## src/rtl/instruction_fetch_packer_pkg.sv

```systemverilog
// Shared definitions for the AAP fetch packer and its decoder-facing bus.
// LEN_BIT is the instruction-length select bit, common to fetch and decode.
package aap_fetch_pkg;

  typedef enum logic [1:0] {
    IDLE    = 2'd0,
    FIRST   = 2'd1,
    SECOND  = 2'd2,
    PRESENT = 2'd3
  } fetch_state_e;

  localparam int HALFWORD_W = 16;
  localparam int INSTR_W    = 32;
  localparam int LEN_BIT    = 0;

  function automatic logic is_32bit(input logic [HALFWORD_W-1:0] hw);
    return hw[LEN_BIT];
  endfunction

endpackage

```

## src/rtl/instruction_fetch_packer_if.sv

```systemverilog
// Memory-read and decode-handshake bundle between the fetch packer (master)
// and its environment (slave: instruction memory, decoder, branch unit).
interface instruction_fetch_packer_if #(
  parameter int ADDR_WIDTH = 24
);
  import aap_fetch_pkg::*;

  logic                    mem_req;
  logic [ADDR_WIDTH-1:0]   mem_addr;
  logic                    mem_ack;
  logic [HALFWORD_W-1:0]   mem_rdata;

  logic [INSTR_W-1:0]      fetchoutput;
  logic                    fetch_is32;
  logic [ADDR_WIDTH-1:0]   fetch_pc;
  logic                    fetch_valid;
  logic                    decode_ready;

  logic                    branch_valid;
  logic [ADDR_WIDTH-1:0]   branch_target;

  modport master (
    output mem_req, mem_addr, fetchoutput, fetch_is32, fetch_pc, fetch_valid,
    input  mem_ack, mem_rdata, decode_ready, branch_valid, branch_target
  );

  modport slave (
    input  mem_req, mem_addr, fetchoutput, fetch_is32, fetch_pc, fetch_valid,
    output mem_ack, mem_rdata, decode_ready, branch_valid, branch_target
  );

endinterface

```

## src/rtl/instruction_fetch_packer_fetch_pc_counter.sv

```systemverilog
// Halfword program counter: load from branch target, otherwise optional +1
// with natural wrap modulo 2^ADDR_WIDTH.
module fetch_pc_counter #(
  parameter int                    ADDR_WIDTH = 24,
  parameter logic [ADDR_WIDTH-1:0] RESET_PC   = '0
) (
  input  logic                  speedy_clock,
  input  logic                  reset_n,
  input  logic                  load,
  input  logic [ADDR_WIDTH-1:0] load_val,
  input  logic                  inc,
  output logic [ADDR_WIDTH-1:0] pc
);

  localparam logic [ADDR_WIDTH-1:0] PC_ONE = {{(ADDR_WIDTH-1){1'b0}}, 1'b1};

  logic [ADDR_WIDTH-1:0] pc_q;
  logic [ADDR_WIDTH-1:0] pc_d;

  // Load wins over increment so a redirect discards any in-flight advance.
  always_comb begin
    pc_d = pc_q;
    if (load) begin
      pc_d = load_val;
    end else if (inc) begin
      pc_d = pc_q + PC_ONE;
    end
  end

  always_ff @(posedge speedy_clock or negedge reset_n) begin
    if (!reset_n) begin
      pc_q <= RESET_PC;
    end else begin
      pc_q <= pc_d;
    end
  end

  assign pc = pc_q;

endmodule

```

## src/rtl/instruction_fetch_packer.sv

```systemverilog
// Fetch-side producer for the AAP decoder: reads one or two halfwords per
// instruction, presents it under valid/ready, and honours branch redirects.
//
//   state   | meaning
//   IDLE    | out of reset, no request; moves to FIRST next clock
//   FIRST   | requesting the first halfword at pc
//   SECOND  | requesting the second halfword of a 32-bit instruction
//   PRESENT | instruction held on fetchoutput until decode takes it
module instruction_fetch_packer
  import aap_fetch_pkg::*;
#(
  parameter int                    ADDR_WIDTH = 24,
  parameter logic [ADDR_WIDTH-1:0] RESET_PC   = '0
) (
  input  logic                        speedy_clock,
  input  logic                        reset_n,
  instruction_fetch_packer_if.master  bus
);

  fetch_state_e          state_q, state_d;
  logic [INSTR_W-1:0]    instr_q, instr_d;
  logic [ADDR_WIDTH-1:0] fpc_q, fpc_d;
  logic [ADDR_WIDTH-1:0] pc;
  logic                  pc_inc;
  logic                  mem_req;
  logic                  fetch_valid;

  fetch_pc_counter #(
    .ADDR_WIDTH (ADDR_WIDTH),
    .RESET_PC   (RESET_PC)
  ) u_pc (
    .speedy_clock (speedy_clock),
    .reset_n      (reset_n),
    .load         (bus.branch_valid),
    .load_val     (bus.branch_target),
    .inc          (pc_inc),
    .pc           (pc)
  );

  always_comb begin
    state_d     = state_q;
    instr_d     = instr_q;
    fpc_d       = fpc_q;
    pc_inc      = 1'b0;
    mem_req     = 1'b0;
    fetch_valid = 1'b0;

    case (state_q)
      IDLE: begin
        state_d = FIRST;
      end
      FIRST: begin
        mem_req = 1'b1;
        if (bus.mem_ack) begin
          instr_d[HALFWORD_W-1:0] = bus.mem_rdata;
          fpc_d  = pc;
          pc_inc = 1'b1;
          if (is_32bit(bus.mem_rdata)) begin
            state_d = SECOND;
          end else begin
            instr_d[INSTR_W-1:HALFWORD_W] = '0;
            state_d = PRESENT;
          end
        end
      end
      SECOND: begin
        mem_req = 1'b1;
        if (bus.mem_ack) begin
          instr_d[INSTR_W-1:HALFWORD_W] = bus.mem_rdata;
          pc_inc  = 1'b1;
          state_d = PRESENT;
        end
      end
      PRESENT: begin
        fetch_valid = 1'b1;
        if (bus.decode_ready) begin
          state_d = FIRST;
        end
      end
      default: begin
        state_d = IDLE;
      end
    endcase

    // A redirect drops any same-cycle ack; a same-cycle transfer has already
    // completed, so only the next instruction is affected.
    if (bus.branch_valid) begin
      state_d = FIRST;
      instr_d = instr_q;
      fpc_d   = fpc_q;
      pc_inc  = 1'b0;
    end
  end

  always_ff @(posedge speedy_clock or negedge reset_n) begin
    if (!reset_n) begin
      state_q <= IDLE;
      instr_q <= '0;
      fpc_q   <= '0;
    end else begin
      state_q <= state_d;
      instr_q <= instr_d;
      fpc_q   <= fpc_d;
    end
  end

  assign bus.mem_req     = mem_req;
  assign bus.mem_addr    = pc;
  assign bus.fetch_valid = fetch_valid;
  assign bus.fetchoutput = instr_q;
  assign bus.fetch_pc    = fpc_q;
  assign bus.fetch_is32  = instr_q[LEN_BIT];

endmodule

```

## src/flat_wrapper.sv

```systemverilog
// flat-port wrapper written by rule: the top's interface ports become plain ports
module instruction_fetch_packer_flat import aap_fetch_pkg::*;
#(
  parameter int                    ADDR_WIDTH = 24,
  parameter logic [ADDR_WIDTH-1:0] RESET_PC   = '0
)
  (speedy_clock, reset_n, bus_mem_req, bus_mem_addr, bus_fetchoutput, bus_fetch_is32, bus_fetch_pc, bus_fetch_valid, bus_mem_ack, bus_mem_rdata, bus_decode_ready, bus_branch_valid, bus_branch_target);
  instruction_fetch_packer_if #(.ADDR_WIDTH(ADDR_WIDTH)) bus_i ();
  input  logic speedy_clock;
  input  logic reset_n;
  output wire logic [$bits(bus_i.mem_req)-1:0] bus_mem_req;
  output wire logic [$bits(bus_i.mem_addr)-1:0] bus_mem_addr;
  output wire logic [$bits(bus_i.fetchoutput)-1:0] bus_fetchoutput;
  output wire logic [$bits(bus_i.fetch_is32)-1:0] bus_fetch_is32;
  output wire logic [$bits(bus_i.fetch_pc)-1:0] bus_fetch_pc;
  output wire logic [$bits(bus_i.fetch_valid)-1:0] bus_fetch_valid;
  input wire logic [$bits(bus_i.mem_ack)-1:0] bus_mem_ack;
  input wire logic [$bits(bus_i.mem_rdata)-1:0] bus_mem_rdata;
  input wire logic [$bits(bus_i.decode_ready)-1:0] bus_decode_ready;
  input wire logic [$bits(bus_i.branch_valid)-1:0] bus_branch_valid;
  input wire logic [$bits(bus_i.branch_target)-1:0] bus_branch_target;
  assign bus_mem_req = bus_i.mem_req;
  assign bus_mem_addr = bus_i.mem_addr;
  assign bus_fetchoutput = bus_i.fetchoutput;
  assign bus_fetch_is32 = bus_i.fetch_is32;
  assign bus_fetch_pc = bus_i.fetch_pc;
  assign bus_fetch_valid = bus_i.fetch_valid;
  assign bus_i.mem_ack = bus_mem_ack;
  assign bus_i.mem_rdata = bus_mem_rdata;
  assign bus_i.decode_ready = bus_decode_ready;
  assign bus_i.branch_valid = bus_branch_valid;
  assign bus_i.branch_target = bus_branch_target;
  instruction_fetch_packer #(.ADDR_WIDTH(ADDR_WIDTH), .RESET_PC(RESET_PC)) u_core (.speedy_clock(speedy_clock), .reset_n(reset_n), .bus(bus_i));
endmodule
```

## config.mk

```make
export PLATFORM = sky130hd
export DESIGN_NAME = instruction_fetch_packer_flat
export DESIGN_NICKNAME = d
export VERILOG_FILES = /design/src/rtl/instruction_fetch_packer_pkg.sv /design/src/rtl/instruction_fetch_packer_if.sv /design/src/rtl/instruction_fetch_packer_fetch_pc_counter.sv /design/src/rtl/instruction_fetch_packer.sv /design/src/flat_wrapper.sv
export SDC_FILE = /design/constraint.sdc
export NUM_CORES = 1
export LEC_CHECK = 0
export ABC_AREA = 1
export CELL_PAD_IN_SITES_DETAIL_PLACEMENT = 1
export CELL_PAD_IN_SITES_GLOBAL_PLACEMENT = 1
export CORE_UTILIZATION = 36
export CTS_CLUSTER_DIAMETER = 50
export DETAILED_ROUTE_END_ITERATION = 12
export GPL_TIMING_DRIVEN = 0
export PLACE_DENSITY_LB_ADDON = 0.2
export SLEW_MARGIN = 30
export SYNTH_ARGS = -nofsm -noshare
export SYNTH_HDL_FRONTEND = slang
export SYNTH_HIERARCHICAL = 1
export SYNTH_SLANG_ARGS = --single-unit
```

## constraint.sdc

```tcl
create_clock -name speedy_clock -period 4 [get_ports speedy_clock]
set_input_delay 0.8 -clock speedy_clock [delete_from_list [all_inputs] [get_ports speedy_clock]]
set_output_delay 0.8 -clock speedy_clock [all_outputs]
set_load 0.01 [all_outputs]
```

==> metrics.md, run 1 <==
| Metric | Value |
|---|---|
| Pre-antenna DRT Iters | `4` |
| Starting DRT DRC Count | `137` |
| Synth Area in Adders | `0.0150` |
| Syn nets | `588` |
| # IOs | `128` |
| # hold bufs at CTS | `0` |
| Final Non-Filler Cells | `821` |
| DR vias/cell | `~5.0` |
| GR Overflow Total | `0` |
| Placement Cell Area | `0.00566 mm2` |
| Worst-path clk slew | `0.06 ns` |
| Worst path required time | `3.20 ns` |
| Syn Area/Cell | `7.77 um2` |
| Largest net degree at the start of global routing | `58` |
| H-Tree Depth | `3` |
| Period minus WS final | `roughly 2.5 ns` |
| Fin crit share | `0.637` |
| Synthesis Warnings | `6` |
| Vias in the first global route | `4,211` |
| Synth Area in Compound Gates | `0.0568` |
| Tot Pwr | `3.66 mW` |
| Share of post-route cells with drive strength above 1 | `0.0866` |
| Worst-Skew Late Latency | `0.34 ns` |
| Multi-input gate area | `between 0.0015 and 0.002 mm2` |
| CTS sink cnt | `82` |
| Worst EP arrival | `1.75 ns` |
| Post-synth cell types | `29` |
| HPWL after DPL | `9.85 mm` |
| Register area share after synthesis | `0.491` |
| Max-slew headroom | `0.605` |
| Status | `complete, no violations` |
| CTS tree | `yes` |
| Cts repair resizes | `0` |
| Initial core utilization | `0.378` |
| Commonest non-fill, non-tap cell in the layout | `nand2_1` |
| Worst slew pin tran | `0.592 ns` |
| Final Hold Fails | `0` |
| Final setup vio count | `0` |
| Area contributors post-synth | `dfrtp_1 (49%), nand2_1 (18%), nand3_1 (9.9%)` |
| Remaining design rule violation count | `0` |
| Hold/Removal Path Class | `input port to async pin` |
| Max Root-Sink Buffers | `2` |
| Number of fill cells in the layout | `~1,400` |
| Total wire length | `13.3 mm` |
| Slowest CP cell | `clkdlybuf4s50_1` |
| Cell-by-cell trace of the critical path | `inv_1 -> ha_1 -> inv_1 -> clkdlybuf4s50_1` |
| Classification of the worst setup path | `flip-flop to output pin` |
| Port buffer count | `127` |
| Setup crit end kind | `output pin` |
| FMAX | `393 MHz` |
| Largest fanout on the critical path | `4` |
| Ant. Diodes | `0` |
| Mux contribution to synthesized area | `0` |
| Leakage power | `between 2 and 3 nW` |
| Die W | `110 um` |
| Postcts setup bufs | `0` |
| Root buf cell | `clkbuf_16` |
| Final GP Congestion | `0.763` |
| Power Dens Cells | `616 mW/mm2` |
| Antenna violations before repair | `0` |
| Fin area | `0.00594 mm2` |
| Die span in y | `110 um` |
| Die area | `0.0121 mm2` |
| Routed Antenna Nets | `0` |
| Most frequent CP cell | `inv_1` |
| Largest family of logic cells by synthesized area | `simple AND/OR/NAND/NOR gates` |
| Unrepaired setup endpoints after global routing | `false` |
| GRT Util Overall | `0.234` |
| Via Count | `4,081` |
| Yosys top cell area share | `0.491` |
| Worst Setup Start Kind | `flip-flop` |
| Sequential cell area | `just over 0.002 mm2` |
| #FFs+latches synth | `82` |
| Peak VDD IR | `approximately 0.31 mV` |
| Row count | `38` |
| Simple-gate portion of the synthesized area | `0.354` |
| Synth Area in XOR/XNOR | `0.0105` |
| Wire per inst | `16.2 um` |
| Synth area leader | `dfrtp_1` |
| Post-Syn Area | `0.00418 mm2` |
| Final Util | `0.537` |
| TritonCTS buffer count | `9` |
| Post-Synthesis Cells | `538` |
| Max cap viols | `0` |
| Slew Limit Fails | `0` |
| Layout area overhead | `42.1%` |
| Largest stage delay on the critical path | `0.54 ns` |
| Area of the core | `~0.011 mm2` |
| Global-route wire length before repair | `21.1 mm` |
| Placed cells | `806` |
| Nets | `727` |
| Most frequent cells in the layout | `nand2_1 (203), clkdlybuf4s50_1 (126), nand3_1 (83), dfrtp_1 (82), inv_1 (45)` |
| Clock Skew | `0.00411 ns` |
==> cell type report <==
cell class,instances,share of cell area
buffer,25,0.0217
clock buffer,12,0.0415
clock inverter,3,0.00674
inverter,47,0.0297
multi-input combinational,384,0.307
sequential,82,0.345
tap,140,0.0295
timing repair buffer,128,0.219
==> report_power, final <==
part	leakage [nW]	internal (mW)	total [mW]	switching (mW)
sequential	1.04	1.11	1.35	0.238
clock	0.142	0.495	0.823	0.327
combinational	1.74	0.752	1.49	0.736
total	2.92	2.36	3.66	1.30
==> logic make-up (layout without fill, tap and decap cells) <==
group,after synthesis,after routing
buffers and inverters,72,215
XOR/XNOR,5,5
AND/OR/NAND/NOR,338,338
AO/OA/AOI/OAI,36,36
adder cells (fa/ha/maj),5,5
flip-flops,82,82
==> sequential cells by signal, indices dropped and copies added (netlist names) <==
name                    count
u_core/bus.fetch_pc        24
u_core/bus.fetchoutput     32
u_core/state_q              2
u_core/u_pc/pc             24
==> worst paths after layout <==
check	from	endpoint	slack, ns	depth (start not counted)
setup / recovery	u_core/state_q[0]$_DFFE_PN0P_	bus_mem_req	1.45	4
hold / removal	reset_n	u_core/bus.fetchoutput[3]$_DFFE_PN0P_	0.32	1
setup reg to reg	u_core/state_q[0]$_DFFE_PN0P_	u_core/u_pc/pc[20]$_DFFE_PN0P_	1.97	10
hold reg to reg	u_core/bus.fetch_pc[18]$_DFFE_PN0P_	u_core/bus.fetch_pc[18]$_DFFE_PN0P_	0.47	2
max in group asynchronous	reset_n	u_core/u_pc/pc[23]$_DFFE_PN0P_	3.11	2
min in group speedy_clock	u_core/bus.fetch_pc[18]$_DFFE_PN0P_	u_core/bus.fetch_pc[18]$_DFFE_PN0P_	0.47	2
==> cells in the mapped netlist, drive strengths merged <==
cell type,instances
o21bai,3
nand3,83
o211ai,2
ha,5
buf,20
nor2,35
o21ai,11
xor2,5
a22oi,16
dfrtp,82
nand4,6
clkbuf,5
and2,1
o221ai,1
nand2,213
a31oi,1
inv,47
a21oi,2
==> metrics by stage <==
| step | setup slack [ns] | TNS [ns] | hold WS [ns] |
|---|---|---|---|
| after floorplan | 2.27 | 0 | 0.504 |
| after global placement | -0.934 | -76.05 | 0.453 |
| after detailed placement | 1.40 | 0 | 0.457 |
| after CTS | 1.42 | 0 | 0.318 |
| after global routing | 1.37 | 0 | 0.336 |
| final | 1.45 | 0 | 0.320 |
==> worst max-delay path, delay by kind of cell (launching register included) <==
family     cells  cell delay, ns
buf+inv        3            0.72
flops          1            0.40
fa+ha+maj      1            0.29
==> per-layer routing <==
metal	routed length, um	share of wire	GRT usage
met5	0	0	0
met4	225	0.017	0.0867
met3	507	0.038	0.0368
met2	6730	0.51	0.421
met1	5820	0.44	0.281
(Power assumes the default switching activity.)
==> run 2, diff against run 1 <==
- CORE_UTILIZATION: 36 -> 30
- clock period: 4 -> 2.1 ns (I/O delays scaled with it)
==> run 2 against run 1 <==
  * Largest power group unchanged
  * Total power up 91%
  * First-iteration DRC count up 20%
  * Critical endpoint is now bus_fetch_valid
  * Worst setup slack worse by 1.3 ns
  * Critical path type unchanged
  * Sequential power up 91%
  * Sequential share of layout area down 0.47 points
  * Non-clock buffer count up 2
  * Largest cell class unchanged
==> metrics.md, run 2 (synthesis results as in run 1) <==
| Metric | Value |
|---|---|
| Status | `complete, no violations` |
| Nets | `729` |
| CP startpoint | `u_core/state_q[0]$_DFFE_PN0P_` |
| Final Hold Fails | `0` |
| Max Root-Sink Buffers | `2` |
| Largest net degree at the start of global routing | `52` |
| Largest fanout on the critical path | `3` |
| Worst-path clk slew | `0.06 ns` |
| Commonest non-fill, non-tap cell in the layout | `nand2_1` |
| Leakage power | `2.95 nW` |
| Max-slew headroom | `0.594` |
| Classification of the worst setup path | `flip-flop to output pin` |
| Final Util | `0.450` |
| Placement Cell Area | `~0.0057 mm2` |
| GR Overflow Total | `0` |
| Switching share of total power | `0.352` |
| Antenna violations before repair | `0` |
| TritonCTS buffer count | `9` |
| Initial core utilization | `0.312` |
| Wire length on met2 | `6.84 mm` |
| Power Dens Cells | `1160 mW/mm2` |
| DR vias/cell | `4.74` |
| Hold path startpoint | `u_core/bus.fetchoutput[2]$_DFFE_PN0P_` |
| Final setup vio count | `0` |
| Wire per inst | `between 15 and 20 um` |
| Via Count | `4,076` |
| Crit path buffers/inverters | `2` |
| Clock Skew | `roughly 0.0059 ns` |
| Pre-antenna DRT Iters | `4` |
| Port buffer count | `127` |
| Die W | `between 100 and 150 um` |
| Setup crit end kind | `output pin` |
| Layout area overhead | `44.1%` |
| HPWL after DPL | `9.92 mm` |
| Largest stage delay on the critical path | `0.48 ns` |
| Die area | `~0.014 mm2` |
| Slew Limit Fails | `0` |
| Flop pwr share | `0.368` |
| CTS sink cnt | `82` |
| Int Pwr | `4.54 mW` |
| Final Non-Filler Cells | `860` |
| GRT Util Overall | `0.194` |
| Cell-by-cell trace of the critical path | `buf_4 -> ha_1 -> clkdlybuf4s50_1` |
| Clock Power Share | `0.228` |
| WL met3 | `around 570 um` |
| Remaining design rule violation count | `0` |
| Worst Setup Start Kind | `flip-flop` |
| Global-route wire length before repair | `21.5 mm` |
| Max reg flops | `32` |
| # IOs | `128` |
| Delay-heaviest family, CP | `buffers and inverters` |
| FMAX | `~510 MHz` |
| Comb pwr share | `0.404` |
| Die span in y | `between 100 and 150 um` |
| FF-to-FF Start | `u_core/state_q[1]$_DFFE_PN0P_` |
| Top routing layer in use | `met4` |
| Max cap viols | `0` |
| M1 WL | `5.73 mm` |
| CTS tree | `yes` |
| Final GP Congestion | `0.796` |
| Fin crit share | `0.935` |
| Routed Antenna Nets | `0` |
| Area of the core | `0.0134 mm2` |
| Worst-Skew Late Latency | `0.34 ns` |
| Fin area | `0.00603 mm2` |
| Share of post-route cells with drive strength above 1 | `0.0892` |
| Root buf cell | `clkbuf_16` |
| Switch Pwr | `2.46 mW` |
| Worst slew pin tran | `slightly above 0.6 ns` |
| Total wire length | `approximately 13 mm` |
| Starting DRT DRC Count | `165` |
| Slowest CP cell | `clkdlybuf4s50_1` |
| Reg2Reg Setup Slack | `roughly 0.2 ns` |
| Worst path required time | `about 1.7 ns` |
| Period minus WS final | `1.96 ns` |
| Row count | `42` |
| Most frequent cells in the layout | `nand2_1 (203), clkdlybuf4s50_1 (125), nand3_1 (83), dfrtp_1 (82), inv_1 (45)` |
| Peak VDD IR | `0.593 mV` |
| Unrepaired setup endpoints after global routing | `false` |
| Worst EP arrival | `1.54 ns` |
| H-Tree Depth | `3` |
| Ant. Diodes | `0` |
| Vias in the first global route | `4,172` |
| Hold/Removal Path Class | `flip-flop to flip-flop` |
| Placed cells | `842` |
-- run 2: cell count changes in the layout (fill, tap and decap cells not counted) --
cell             delta
buf_4               +1
clkbuf_1            +1
clkbuf_8            +1
clkdlybuf4s50_1     -1
clkinv_2            -1
dlygate4sd2_1       +1
dlygate4sd3_1       +1
nand2_2             -1
nand2_4             +1
nor2_1              -1
nor2_2              +1
-- run 2: worst paths after layout --
check,cells after the start,end
max in group asynchronous,3,u_core/bus.fetch_pc[13]$_DFFE_PN0P_
setup reg to reg,8,u_core/u_pc/pc[15]$_DFFE_PN0P_
setup / recovery,3,bus_fetch_valid
hold reg to reg,2,u_core/bus.fetchoutput[2]$_DFFE_PN0P_
hold / removal,2,u_core/bus.fetchoutput[2]$_DFFE_PN0P_
min in group asynchronous,2,u_core/state_q[0]$_DFFE_PN0P_
-- run 2: what timing repair did --
| action | 4_1_cts | 5_1_grt |
|---|---|---|
| hold endpoints to repair | 31 | 0 |
| hold buffers | 1 | 0 |
| setup buffers | 1 | 0 |
| pin swaps | 0 | 1 |
| endpoints found under the setup margin | 1 | 11 |
| resized for setup | 1 | 2 |
-- run 2: worst min-delay path, stage by stage, from the launching register on --
cell	delay, ns
dfrtp_1	0.34
nand2_1	0.05
nand2_1	0.04
-- run 2: area by class of cell --
cell class	count	area, um2
buffer	25	129
clock buffer	14	264
clock inverter	2	35.0
fill	1645	7370
inverter	47	176
multi-input combinational	384	1830
sequential	82	2050
tap	176	220
timing repair buffer	130	1320
-- run 2: per-layer routing --
metal	global-route usage	vias up
met2	0.348	91
met3	0.0490	5
met4	0.0414	0
met1	0.233	1976
li1	-	2004
met5	0	-
-- run 2: per-stage QoR --
stage                     worst slack [ns]  power, mW  hold WS, ns  TNS [ns]
final                                0.136       7.00        0.470         0
after global routing               0.00118       7.47        0.490         0
after CTS                           0.0652       7.11        0.474         0
after detailed placement            -0.196       5.47        0.336     -2.46
after global placement               -2.55       5.37        0.454   -209.66
after floorplan                      0.411       3.78        0.124         0
-- run 2: power by group through the flow --
stage	combinational, mW	sequential (mW)	clock (mW)
CTS	2.87	2.59	1.65
global placement	2.77	2.60	0
global route	3.11	2.66	1.70
detailed placement	2.85	2.62	0
floorplan	1.02	2.76	0
finish	2.82	2.58	1.60
